## src/rtl/alu_packet_parser_if.sv

```systemverilog
// Byte-stream bus of the UART ALU command parser: receive side (from the UART
// receiver), transmit side (toward the UART transmitter) and status flags.
interface alu_packet_parser_if;
    logic [7:0] rx_data_i;
    logic       rx_valid_i;
    logic       rx_ready_o;
    logic [7:0] tx_data_o;
    logic       tx_valid_o;
    logic       tx_ready_i;
    logic       err_o;
    logic       busy_o;

    // Parser side.
    modport slave (
        input  rx_data_i, rx_valid_i, tx_ready_i,
        output rx_ready_o, tx_data_o, tx_valid_o, err_o, busy_o
    );

    // Environment side: byte source, response sink, status observer.
    modport master (
        output rx_data_i, rx_valid_i, tx_ready_i,
        input  rx_ready_o, tx_data_o, tx_valid_o, err_o, busy_o
    );
endinterface

```

## src/rtl/alu_packet_parser.sv

```systemverilog
// Framed command parser for the UART ALU. Packets are
// opcode, reserved, LEN[7:0], LEN[15:8], payload (LEN-4 bytes).
// Echo returns the payload; add sums 32-bit little-endian operands and
// returns the 32-bit sum LSB first. Bad packets pulse err_o and are drained.
module alu_packet_parser (
    input  logic                clk_i,
    input  logic                rst_ni,
    alu_packet_parser_if.slave  bus
);

    localparam logic [7:0] ECHO_OP = 8'hEC;
    localparam logic [7:0] ADD_OP  = 8'h10;

    typedef enum logic [2:0] {
        S_OPCODE,
        S_RSVD,
        S_LEN_LO,
        S_LEN_HI,
        S_ECHO,
        S_ADD_RX,
        S_ADD_TX,
        S_DRAIN
    } state_e;

    state_e      state_q, state_d;
    logic [7:0]  opcode_q, opcode_d;
    logic [7:0]  len_lo_q, len_lo_d;
    logic [15:0] cnt_q, cnt_d;      // payload bytes still expected
    logic [31:0] acc_q, acc_d;      // add accumulator
    logic [23:0] opnd_q, opnd_d;    // first three bytes of the operand in flight
    logic [2:0]  tx_idx_q, tx_idx_d; // sum bytes already loaded into the tx register
    logic [7:0]  tx_data_q, tx_data_d;
    logic        tx_valid_q, tx_valid_d;
    logic        err_q, err_d;

    logic        rx_ready;
    logic        rx_fire;
    logic        tx_free;
    logic [15:0] len_full;
    logic [31:0] acc_sum;

    function automatic logic [7:0] byte_of(input logic [31:0] w, input logic [1:0] idx);
        return w[8*idx +: 8];
    endfunction

    // Shared datapath terms: tx slot availability, completed LEN, running sum.
    assign tx_free  = !tx_valid_q || bus.tx_ready_i;
    assign len_full = {bus.rx_data_i, len_lo_q};
    assign acc_sum  = acc_q + {bus.rx_data_i, opnd_q};
    assign rx_fire  = bus.rx_valid_i && rx_ready;

    // Receive readiness: header, add payload and drain never stall; echo waits
    // for the tx slot; the add response blocks input entirely.
    always_comb begin
        unique case (state_q)
            S_ECHO:   rx_ready = tx_free;
            S_ADD_TX: rx_ready = 1'b0;
            default:  rx_ready = 1'b1;
        endcase
    end

    // Next-state and datapath decisions for the packet FSM.
    always_comb begin
        // NOTE: every _d gets its hold value first, so no path leaves a latch behind.
        state_d    = state_q;
        opcode_d   = opcode_q;
        len_lo_d   = len_lo_q;
        cnt_d      = cnt_q;
        acc_d      = acc_q;
        opnd_d     = opnd_q;
        tx_idx_d   = tx_idx_q;
        tx_data_d  = tx_data_q;
        tx_valid_d = tx_valid_q && !bus.tx_ready_i; // a handshake empties the slot
        err_d      = 1'b0;

        unique case (state_q)
            S_OPCODE: begin
                if (rx_fire) begin
                    opcode_d = bus.rx_data_i;
                    acc_d    = '0;
                    state_d  = S_RSVD;
                end
            end

            S_RSVD: begin
                if (rx_fire) state_d = S_LEN_LO;
            end

            S_LEN_LO: begin
                if (rx_fire) begin
                    len_lo_d = bus.rx_data_i;
                    state_d  = S_LEN_HI;
                end
            end

            S_LEN_HI: begin
                if (rx_fire) begin
                    cnt_d    = len_full - 16'd4;
                    opnd_d   = '0;
                    tx_idx_d = '0;
                    if (len_full < 16'd4) begin
                        cnt_d   = '0;
                        err_d   = 1'b1;
                        state_d = S_OPCODE;
                    end else if (len_full == 16'd4) begin
                        if (opcode_q == ADD_OP) begin
                            state_d = S_ADD_TX;
                            if (tx_free) begin
                                tx_data_d  = byte_of(acc_q, 2'd0);
                                tx_valid_d = 1'b1;
                                tx_idx_d   = 3'd1;
                            end
                        end else begin
                            // Empty echo is silent; an empty unknown packet has nothing to drain.
                            err_d   = (opcode_q != ECHO_OP);
                            state_d = S_OPCODE;
                        end
                    end else if (opcode_q == ECHO_OP) begin
                        state_d = S_ECHO;
                    end else if (opcode_q == ADD_OP && len_full[1:0] == 2'd0) begin
                        // (LEN-4) % 4 == LEN % 4
                        state_d = S_ADD_RX;
                    end else begin
                        err_d   = 1'b1;
                        state_d = S_DRAIN;
                    end
                end
            end

            S_ECHO: begin
                if (rx_fire) begin
                    tx_data_d  = bus.rx_data_i;
                    tx_valid_d = 1'b1;
                    cnt_d      = cnt_q - 16'd1;
                    if (cnt_q == 16'd1) state_d = S_OPCODE;
                end
            end

            S_ADD_RX: begin
                if (rx_fire) begin
                    cnt_d = cnt_q - 16'd1;
                    // Payload is a multiple of 4, so cnt%4 == 1 marks an operand's MSB.
                    if (cnt_q[1:0] == 2'd1) begin
                        acc_d  = acc_sum;
                        opnd_d = '0;
                    end else begin
                        opnd_d = {bus.rx_data_i, opnd_q[23:8]};
                    end
                    if (cnt_q == 16'd1) begin
                        state_d  = S_ADD_TX;
                        tx_idx_d = '0;
                        if (tx_free) begin
                            tx_data_d  = byte_of(acc_sum, 2'd0);
                            tx_valid_d = 1'b1;
                            tx_idx_d   = 3'd1;
                        end
                    end
                end
            end

            S_ADD_TX: begin
                if (tx_free) begin
                    if (tx_idx_q != 3'd4) begin
                        tx_data_d  = byte_of(acc_q, tx_idx_q[1:0]);
                        tx_valid_d = 1'b1;
                        tx_idx_d   = tx_idx_q + 3'd1;
                    end else begin
                        state_d = S_OPCODE;
                    end
                end
            end

            S_DRAIN: begin
                if (rx_fire) begin
                    cnt_d = cnt_q - 16'd1;
                    if (cnt_q == 16'd1) state_d = S_OPCODE;
                end
            end

            default: state_d = S_OPCODE;
        endcase
    end

    // State and datapath registers; reset abandons any partial packet.
    always_ff @(posedge clk_i or negedge rst_ni) begin
        if (!rst_ni) begin
            state_q    <= S_OPCODE;
            opcode_q   <= '0;
            len_lo_q   <= '0;
            cnt_q      <= '0;
            acc_q      <= '0;
            opnd_q     <= '0;
            tx_idx_q   <= '0;
            tx_data_q  <= '0;
            tx_valid_q <= 1'b0;
            err_q      <= 1'b0;
        end else begin
            // NOTE: non-blocking here so every register samples pre-edge values.
            state_q    <= state_d;
            opcode_q   <= opcode_d;
            len_lo_q   <= len_lo_d;
            cnt_q      <= cnt_d;
            acc_q      <= acc_d;
            opnd_q     <= opnd_d;
            tx_idx_q   <= tx_idx_d;
            tx_data_q  <= tx_data_d;
            tx_valid_q <= tx_valid_d;
            err_q      <= err_d;
        end
    end

    assign bus.rx_ready_o = rx_ready;
    assign bus.tx_data_o  = tx_data_q;
    assign bus.tx_valid_o = tx_valid_q;
    assign bus.err_o      = err_q;
    assign bus.busy_o     = (state_q != S_OPCODE);

endmodule

```

## src/flat_wrapper.sv

```systemverilog
// flat-port wrapper written by rule: the top's interface ports become plain ports
module alu_packet_parser_flat 
  (clk_i, rst_ni, bus_rx_data_i, bus_rx_valid_i, bus_tx_ready_i, bus_rx_ready_o, bus_tx_data_o, bus_tx_valid_o, bus_err_o, bus_busy_o);
  alu_packet_parser_if bus_i ();
  input  logic clk_i;
  input  logic rst_ni;
  input wire logic [$bits(bus_i.rx_data_i)-1:0] bus_rx_data_i;
  input wire logic [$bits(bus_i.rx_valid_i)-1:0] bus_rx_valid_i;
  input wire logic [$bits(bus_i.tx_ready_i)-1:0] bus_tx_ready_i;
  output wire logic [$bits(bus_i.rx_ready_o)-1:0] bus_rx_ready_o;
  output wire logic [$bits(bus_i.tx_data_o)-1:0] bus_tx_data_o;
  output wire logic [$bits(bus_i.tx_valid_o)-1:0] bus_tx_valid_o;
  output wire logic [$bits(bus_i.err_o)-1:0] bus_err_o;
  output wire logic [$bits(bus_i.busy_o)-1:0] bus_busy_o;
  assign bus_i.rx_data_i = bus_rx_data_i;
  assign bus_i.rx_valid_i = bus_rx_valid_i;
  assign bus_i.tx_ready_i = bus_tx_ready_i;
  assign bus_rx_ready_o = bus_i.rx_ready_o;
  assign bus_tx_data_o = bus_i.tx_data_o;
  assign bus_tx_valid_o = bus_i.tx_valid_o;
  assign bus_err_o = bus_i.err_o;
  assign bus_busy_o = bus_i.busy_o;
  alu_packet_parser u_core (.clk_i(clk_i), .rst_ni(rst_ni), .bus(bus_i));
endmodule
```

## config.mk

```make
export PLATFORM = sky130hd
export DESIGN_NAME = alu_packet_parser_flat
export DESIGN_NICKNAME = d
export VERILOG_FILES = /design/src/rtl/alu_packet_parser_if.sv /design/src/rtl/alu_packet_parser.sv /design/src/flat_wrapper.sv
export SDC_FILE = /design/constraint.sdc
export NUM_CORES = 1
export LEC_CHECK = 0
export ABC_CLOCK_PERIOD_IN_PS = 3900
export CELL_PAD_IN_SITES_DETAIL_PLACEMENT = 1
export CELL_PAD_IN_SITES_GLOBAL_PLACEMENT = 1
export CORE_UTILIZATION = 53
export CTS_BUF_LIST = sky130_fd_sc_hd__clkbuf_8
export CTS_CLUSTER_DIAMETER = 60
export DETAILED_ROUTE_END_ITERATION = 7
export GPL_TIMING_DRIVEN = 0
export MAX_ROUTING_LAYER = met4
export PLACE_DENSITY = 0.95
export SYNTH_ARGS = -nofsm -noshare
export SYNTH_HDL_FRONTEND = slang
export SYNTH_SLANG_ARGS = --single-unit
```

## constraint.sdc

```tcl
create_clock -name clk_i -period 3.9 [get_ports clk_i]
set_clock_uncertainty 0.1 [all_clocks]
set_input_delay 0.78 -clock clk_i [delete_from_list [all_inputs] [get_ports clk_i]]
set_output_delay 0.78 -clock clk_i [all_outputs]
set_load 0.03 [all_outputs]
```

==> impl_results.md, run 1 <==
- Outcome: finished, final reports clean
- MaxCap Viol Count: 0
- Worst-path fanout max: 4
- Vias in the first global route: 7212
- Clock network power share: 0.160
- CTS tree: built
- WP buf/inv: 1
- Fin crit share: 0.942
- Crit-path cells: ha_1, inv_1, fa_1, nor2b_1, o31ai_1, a2bb2oi_1, a211oi_1, o21ai_0, a41oi_1, xor2_1, o21ai_0
- CORE AREA: 12700 um2
- H-tree levels: 3
- Final min period: 3.67 ns
- Final setup violation count: 0
- # hold bufs at CTS: 0
- Relative slew slack: 0.388
- Register share of total power: 0.362
- Post-synth top cells: dfrtp_1 (104), nand2_1 (85), o21ai_0 (74)
- Share of the synthesized area in the top cell type: 0.375
- Final nets: 859
- DRC errors left: 0
- # rows: 41
- Vias per std cell: 6.95
- Min Hold Slack: 0.222 ns
- Deepest clock path buffer count: 2
- Gpl congestion: 0.986
- Dominant synthesized flop cell: dfrtp_1
- Most crowded layer after global routing: met2
- Cts bufs inserted: 9
- Final hold vios: 0
- Drt pass-1 iters: 5
- Setup TNS: 0 ns
- Routed Antenna Nets: 0
- Leak Pwr: 3.18 nW
- Arr. time, crit path: 3.83 ns
- Final cell area excluding filler cells: 7610 um2
- Setup repair bufs after CTS: 0
- Most common cell in the netlist: dfrtp_1
- Skew-Pair Late Insertion Delay: 0.41 ns
- Req. time, crit path: 4.06 ns
- Fraction of registers with async set/reset: 1.00
- Root Driver: clkbuf_8
- First-pass GRT wire length: 40100 um
- Synth Cell Area: 6940 um2
- Worst path top cell family by delay: compound AO/OA/AOI/OAI gates
- Area Growth Syn to Fin: 9.72%
- RSZ-0062 raised after global routing: false
- Chip Width: 116 um
- Post-synth cell types: 69
- GR Util met3: 0.0535
- Worst min path class: input port to async pin
- Total global-route track usage: 0.406
- Avg Synthesized Cell Area: 8.95 um2
- Net Switching: 2.18 mW
- Die Footprint: 13600 um2
- Sequential-to-total area share from yosys stat: 0.375
- Pwr per Cell Area: 620 nW/um2
- CP Capture Type: flip-flop
- GR Util met1: 0.494
- DRT iter0 DRCs: 728
- Internal: 2.54 mW
- PostCTS Resize Cnt: 0
- Layout Cells excl Fill: 986
- IO Port Bufs: 22
- Die Span Y: 116 um
- Slowest Stage Delay on Critical Path: 0.58 ns
- Max-slew violation count: 0
- Met2 usage: 0.645
- Yosys top cell by area: dfrtp_1
- Sw frac: 0.461
- Logic pwr share: 0.478
- Synth top area cells: dfrtp_1 (38%), ha_1 (6.7%), o21ai_0 (5.3%)
- Filler cells: 1498
- Seq cells post-synth: 104
- Largest net degree at the start of global routing: 73
- Synth warn: 0
- FMAX: 0.272 GHz
- Maximum VDD drop: 0.239 mV
- Cell count after synthesis: 775
- Cell mode on critical path: o21ai_0
- TritonCTS Sinks: 104
- N_diodes: 0
- WL final: 24900 um
- Crit Path Category: flip-flop to flip-flop
- Drt wl/cell: 25.3 um
- Least-Margin Pin Slew: 0.918 ns
- Syn Nets: 825
- Placed cell count: 970
- I/O pin total: 24
- Total global routing overflow: 0
- Worst Setup Start Kind: flip-flop
- Clk pin slew, worst setup/hold paths: 0.11 ns
- Via count: 6856
- Placed standard-cell area: 7400 um2
- Share of cells above drive strength 1: 0.0663
- Slowest CP cell: o31ai_1
- Post-synth EDFFs: 0
- Antenna violations before repair: 0
- DP HPWL: 18200 um
- Initial Utilization: 0.548
-- cell type report --
type,instances,area [um2],area share
Buffer,39,156,0.0205
Clock inverter,5,62.6,0.00822
Multi-Input combinational cell,617,4120,0.542
Inverter,15,56.3,0.00740
Sequential cell,104,2600,0.342
Timing Repair Buffer,23,245,0.0322
Clock buffer,11,151,0.0199
Tap cell,172,215,0.0283
-- routing by layer --
metal	vias up	wire (um)
met1	3432	10200
li1	2967	-
met4	0	1360
met2	332	11900
met5	-	0
met3	125	1510
-- worst paths after layout --
kind / from / endpoint / slack (ns) / depth (start not counted)
min reg2reg: u_core.cnt_q[11]$_DFFE_PN0P_ / u_core.cnt_q[11]$_DFFE_PN0P_ / 0.39 / 2
max: u_core.acc_q[0]$_DFFE_PN0P_ / u_core.acc_q[30]$_DFFE_PN0P_ / 0.23 / 11
min: rst_ni / u_core.bus.tx_data_o[6]$_DFFE_PN0P_ / 0.22 / 1
min in group clk_i: u_core.cnt_q[11]$_DFFE_PN0P_ / u_core.cnt_q[11]$_DFFE_PN0P_ / 0.39 / 2
max in group asynchronous: rst_ni / u_core.state_q[0]$_DFFE_PN0P_ / 2.77 / 2
max reg2reg: u_core.acc_q[0]$_DFFE_PN0P_ / u_core.acc_q[30]$_DFFE_PN0P_ / 0.23 / 11
-- cell usage in the layout (no fill, tap or decap), types with 3 or more instances in the layout --
cell type / synthesis / routed
a221oi_1: 4 / 4
nor2b_1: 6 / 6
nand4_1: 9 / 9
o22ai_1: 9 / 9
o21bai_1: 3 / 3
ha_1: 37 / 37
mux4_2: 6 / 6
nor2_1: 54 / 54
a41oi_1: 5 / 5
o32ai_1: 3 / 3
clkbuf_8: 0 / 11
o211ai_1: 4 / 4
o31ai_1: 8 / 8
and2_1: 4 / 4
o21ai_1: 6 / 6
a31oi_1: 9 / 9
nor3b_1: 5 / 5
o21a_1: 6 / 6
dfrtp_1: 104 / 104
inv_1: 13 / 13
nand2_1: 85 / 85
a21oi_1: 68 / 68
mux2_2: 16 / 16
o21ai_0: 74 / 74
xnor2_1: 16 / 16
clkbuf_1: 33 / 33
nand3_1: 27 / 27
nand2b_1: 7 / 7
nor3_1: 14 / 14
a211oi_1: 8 / 8
o221ai_1: 3 / 3
mux2i_1: 3 / 3
or3_1: 6 / 6
a22o_1: 35 / 35
a21o_1: 14 / 14
xor2_1: 24 / 24
clkdlybuf4s50_1: 0 / 21
buf_1: 3 / 3
-- power by group through the flow --
stage	registers [mW]	clock network (mW)	logic (mW)
after floorplan	1.67	0	1.45
after global placement	1.67	0	2.01
after detailed placement	1.70	0	2.17
after CTS	1.69	0.749	2.20
after global routing	1.73	0.798	2.40
final	1.71	0.756	2.26
-- registers in the layout, indices dropped and copies added, names as in the netlist --
name and cells:
u_core.acc_q 32, u_core.opnd_q 24, u_core.cnt_q 16, u_core.bus.tx_data_o 8, u_core.len_lo_q 8, u_core.opcode_q 8, u_core.state_q 3, u_core.tx_idx_q 3
u_core.bus.err_o 1, u_core.bus.tx_valid_o 1
-- cell families after synthesis --
family                   count (synthesis)  share of synthesized area
adder cells (fa/ha/maj)                 38                     0.0696
AO/OA/AOI/OAI                          277                      0.258
flip-flops                             104                      0.375
buffers and inverters                   54                     0.0307
XOR/XNOR                                40                     0.0505
AND/OR/NAND/NOR                        236                      0.164
multiplexers                            26                     0.0519
-- per-stage QoR --
stage / power (mW) / util / worst slack, ns
3_3_place_gp: 3.68 / 0.582 / -1.83
6_report: 4.72 / 0.601 / 0.228
2_1_floorplan: 3.12 / - / 0.897
5_1_grt: 4.94 / 0.601 / 0.0259
3_5_place_dp: 3.87 / 0.584 / -0.0103
4_1_cts: 4.64 / 0.601 / 0.302
(Power assumes the default switching activity.)
==> inputs of run 2 (changes only) <==
Settings changed: CORE_MARGIN from default to 5, MAX_ROUTING_LAYER met4 to default.
==> run 2 against run 1 <==
Compared with the run above:
- clock power shrank 7.1%
- non-clock buffer count is the same
- critical endpoint is now u_core.acc_q[31]$_DFFE_PN0P_
- worst hold slack gained 0.0086 ns
==> impl_results.md, run 2 (synthesis gave the netlist of run 1 again) <==
- Reg2Reg Depth: 9 (-2)
- Final cell area excluding filler cells: 7580 um2 (-0.39%)
- Root Driver: clkbuf_8
- Largest register FFs: 32 (unchanged)
- Most crowded layer after global routing: met2
- Placed cell count: 970 (unchanged)
- Relative slew slack: 0.431 (+0.0430)
- Slowest Stage Delay on Critical Path: 0.71 ns (+0.13 ns)
- RSZ-0062 raised after global routing: false
- I/O pin total: 24 (unchanged)
- Routed Antenna Nets: 0 (unchanged)
- GR Util met3: 0.0763 (+0.0229)
- DRC errors left: 0 (unchanged)
- Reg2reg start: u_core.acc_q[2]$_DFFE_PN0P_
- Initial Utilization: 0.545 (-0.00221)
- PostCTS Resize Cnt: 0 (unchanged)
- Placed standard-cell area: 7400 um2 (unchanged)
- Most common cell after layout, fill and taps aside: dfrtp_1
- Max-slew violation count: 0 (unchanged)
- # hold bufs at CTS: 0 (unchanged)
- Final min period: 3.64 ns (-0.0295 ns)
- # rows: 41 (unchanged)
- DRT iter0 DRCs: 808 (+11%)
- Final nets: 859 (unchanged)
- Worst Setup Start Kind: input port
- Maximum VDD drop: 0.236 mV (-1.3%)
- Total global routing overflow: 0 (unchanged)
- Vias per std cell: 7.02 (+1.0%)
- Setup TNS: 0 ns (unchanged)
- Met2 usage: 0.524 (-0.120)
- Req. time, crit path: 4.13 ns (+0.07 ns)
- Chip Width: 124 um (+6.9%)
- Largest net degree at the start of global routing: 67 (-8.2%)
- Tot Pwr: 4.68 mW (-0.81%)
- Setup repair bufs after CTS: 0 (unchanged)
- Filler cells: 1537 (+2.6%)
- N_diodes: 0 (unchanged)
- DP HPWL: 17900 um (-2.0%)
- Die Footprint: 15500 um2 (+14%)
- Drt wl/cell: 25.5 um (+0.91%)
- CP Capture Type: flip-flop
- Worst-path fanout max: 7 (+3)
- Vias in the first global route: 7114 (-1.4%)
- Layout Cells excl Fill: 986 (unchanged)
- Via count: 6925 (+1.0%)
- Leak Pwr: 3.17 nW (-0.17%)
- TritonCTS Sinks: 104 (unchanged)
- H-tree levels: 3 (unchanged)
- Pwr per Cell Area: 618 nW/um2 (-0.42%)
- Least-Margin Pin Slew: 0.851 ns (-0.0664 ns)
- First-pass GRT wire length: 40000 um (-0.19%)
- Most frequent cells in the layout: dfrtp_1 (104), nand2_1 (85), o21ai_0 (74)
- Slowest CP cell: clkdlybuf4s50_1
- Final hold vios: 0 (unchanged)
- Deepest clock path buffer count: 2 (unchanged)
- Die Span Y: 124 um (+6.9%)
- Outcome: finished, final reports clean
- CTS tree: built
- Drt pass-1 iters: 5 (unchanged)
- Arr. time, crit path: 3.88 ns (+0.05 ns)
- FMAX: 0.275 GHz (+0.81%)
- Share of cells above drive strength 1: 0.0663 (unchanged)
- Final setup violation count: 0 (unchanged)
- Worst min path class: input port to async pin
- Antenna violations before repair: 0 (unchanged)
- Cts bufs inserted: 9 (unchanged)
- CORE AREA: 12700 um2 (+0.40%)
- CP Launch Point: bus_rx_data_i[5]
- Largest registers: u_core.acc_q: 32 flops, u_core.opnd_q: 24 flops, u_core.cnt_q: 16 flops
- Gpl congestion: 0.937 (-5.0%)
- Fin crit share: 0.934 (-0.00756)
- Total global-route track usage: 0.323 (-0.0821)
- WL final: 25200 um (+0.91%)
- MaxCap Viol Count: 0 (unchanged)
- Crit Path Category: input port to flip-flop
- Area Growth Syn to Fin: 9.29%
- Clk pin slew, worst setup/hold paths: 0.12 ns (about the same)
- Crit-path cells: clkdlybuf4s50_1, ha_1, or4_1, a221oi_1, nor3_1, a211oi_1, xor2_1, or3_1, o21ai_0
- Biggest register: u_core.acc_q
- Skew-Pair Late Insertion Delay: 0.42 ns (about the same)
- GR Util met1: 0.412 (-0.0815)
- IO Port Bufs: 22 (unchanged)
-- run 2: area by class of cell --
cell class                 count  area [um2]  area share
timing repair buffer          23         245      0.0323
sequential                   104        2600       0.343
inverter                      15        56.3     0.00743
buffer                        39         156      0.0206
clock inverter                 7        60.1     0.00792
tap                          172         215      0.0284
multi-input combinational    617        4120       0.544
clock buffer                   9         124      0.0163
-- run 2: routing by layer --
layer	routed length, um	up-vias
met2	11600	455
met5	0	-
met4	1260	0
li1	-	2962
met1	9820	3387
met3	2440	121
-- run 2: final timing paths --
| kind | slack (ns) | to |
|---|---|---|
| max in group asynchronous | 2.74 | u_core.opcode_q[5]$_DFFE_PN0P_ |
| min | 0.23 | u_core.acc_q[3]$_DFFE_PN0P_ |
| min in group clk_i | 0.39 | u_core.bus.tx_data_o[4]$_DFFE_PN0P_ |
| max reg2reg | 0.30 | u_core.acc_q[30]$_DFFE_PN0P_ |
| min reg2reg | 0.39 | u_core.bus.tx_data_o[4]$_DFFE_PN0P_ |
| max | 0.26 | u_core.acc_q[31]$_DFFE_PN0P_ |
-- run 2: metrics by stage --
stage	hold slack, ns	utilization	setup slack, ns
finish	0.231	0.596	0.257
global route	0.268	0.596	0.172
detailed placement	0.367	0.582	-0.0630
floorplan	0.332	-	0.897
global placement	0.350	0.580	-1.90
CTS	0.246	0.596	0.341
-- run 2: worst max-delay path: cells and delay by family --
kind	cells	cell delay [ns]
buffers and inverters	1	0.71
AND/OR/NAND/NOR	3	0.98
AO/OA/AOI/OAI	3	0.78
adder cells (fa/ha/maj)	1	0.43
XOR/XNOR	1	0.18
-- run 2: where the power goes --
part	internal, mW	switching, mW
logic	0.828	1.44
clock network	0.247	0.456
registers	1.38	0.325
total	2.46	2.23
==> inputs of run 3 (changes only) <==
Settings changed: HOLD_SLACK_MARGIN from default to 0.08.
==> results of run 3 <==
Same layout as run 2: the final DEF is identical, and so are final timing and power.
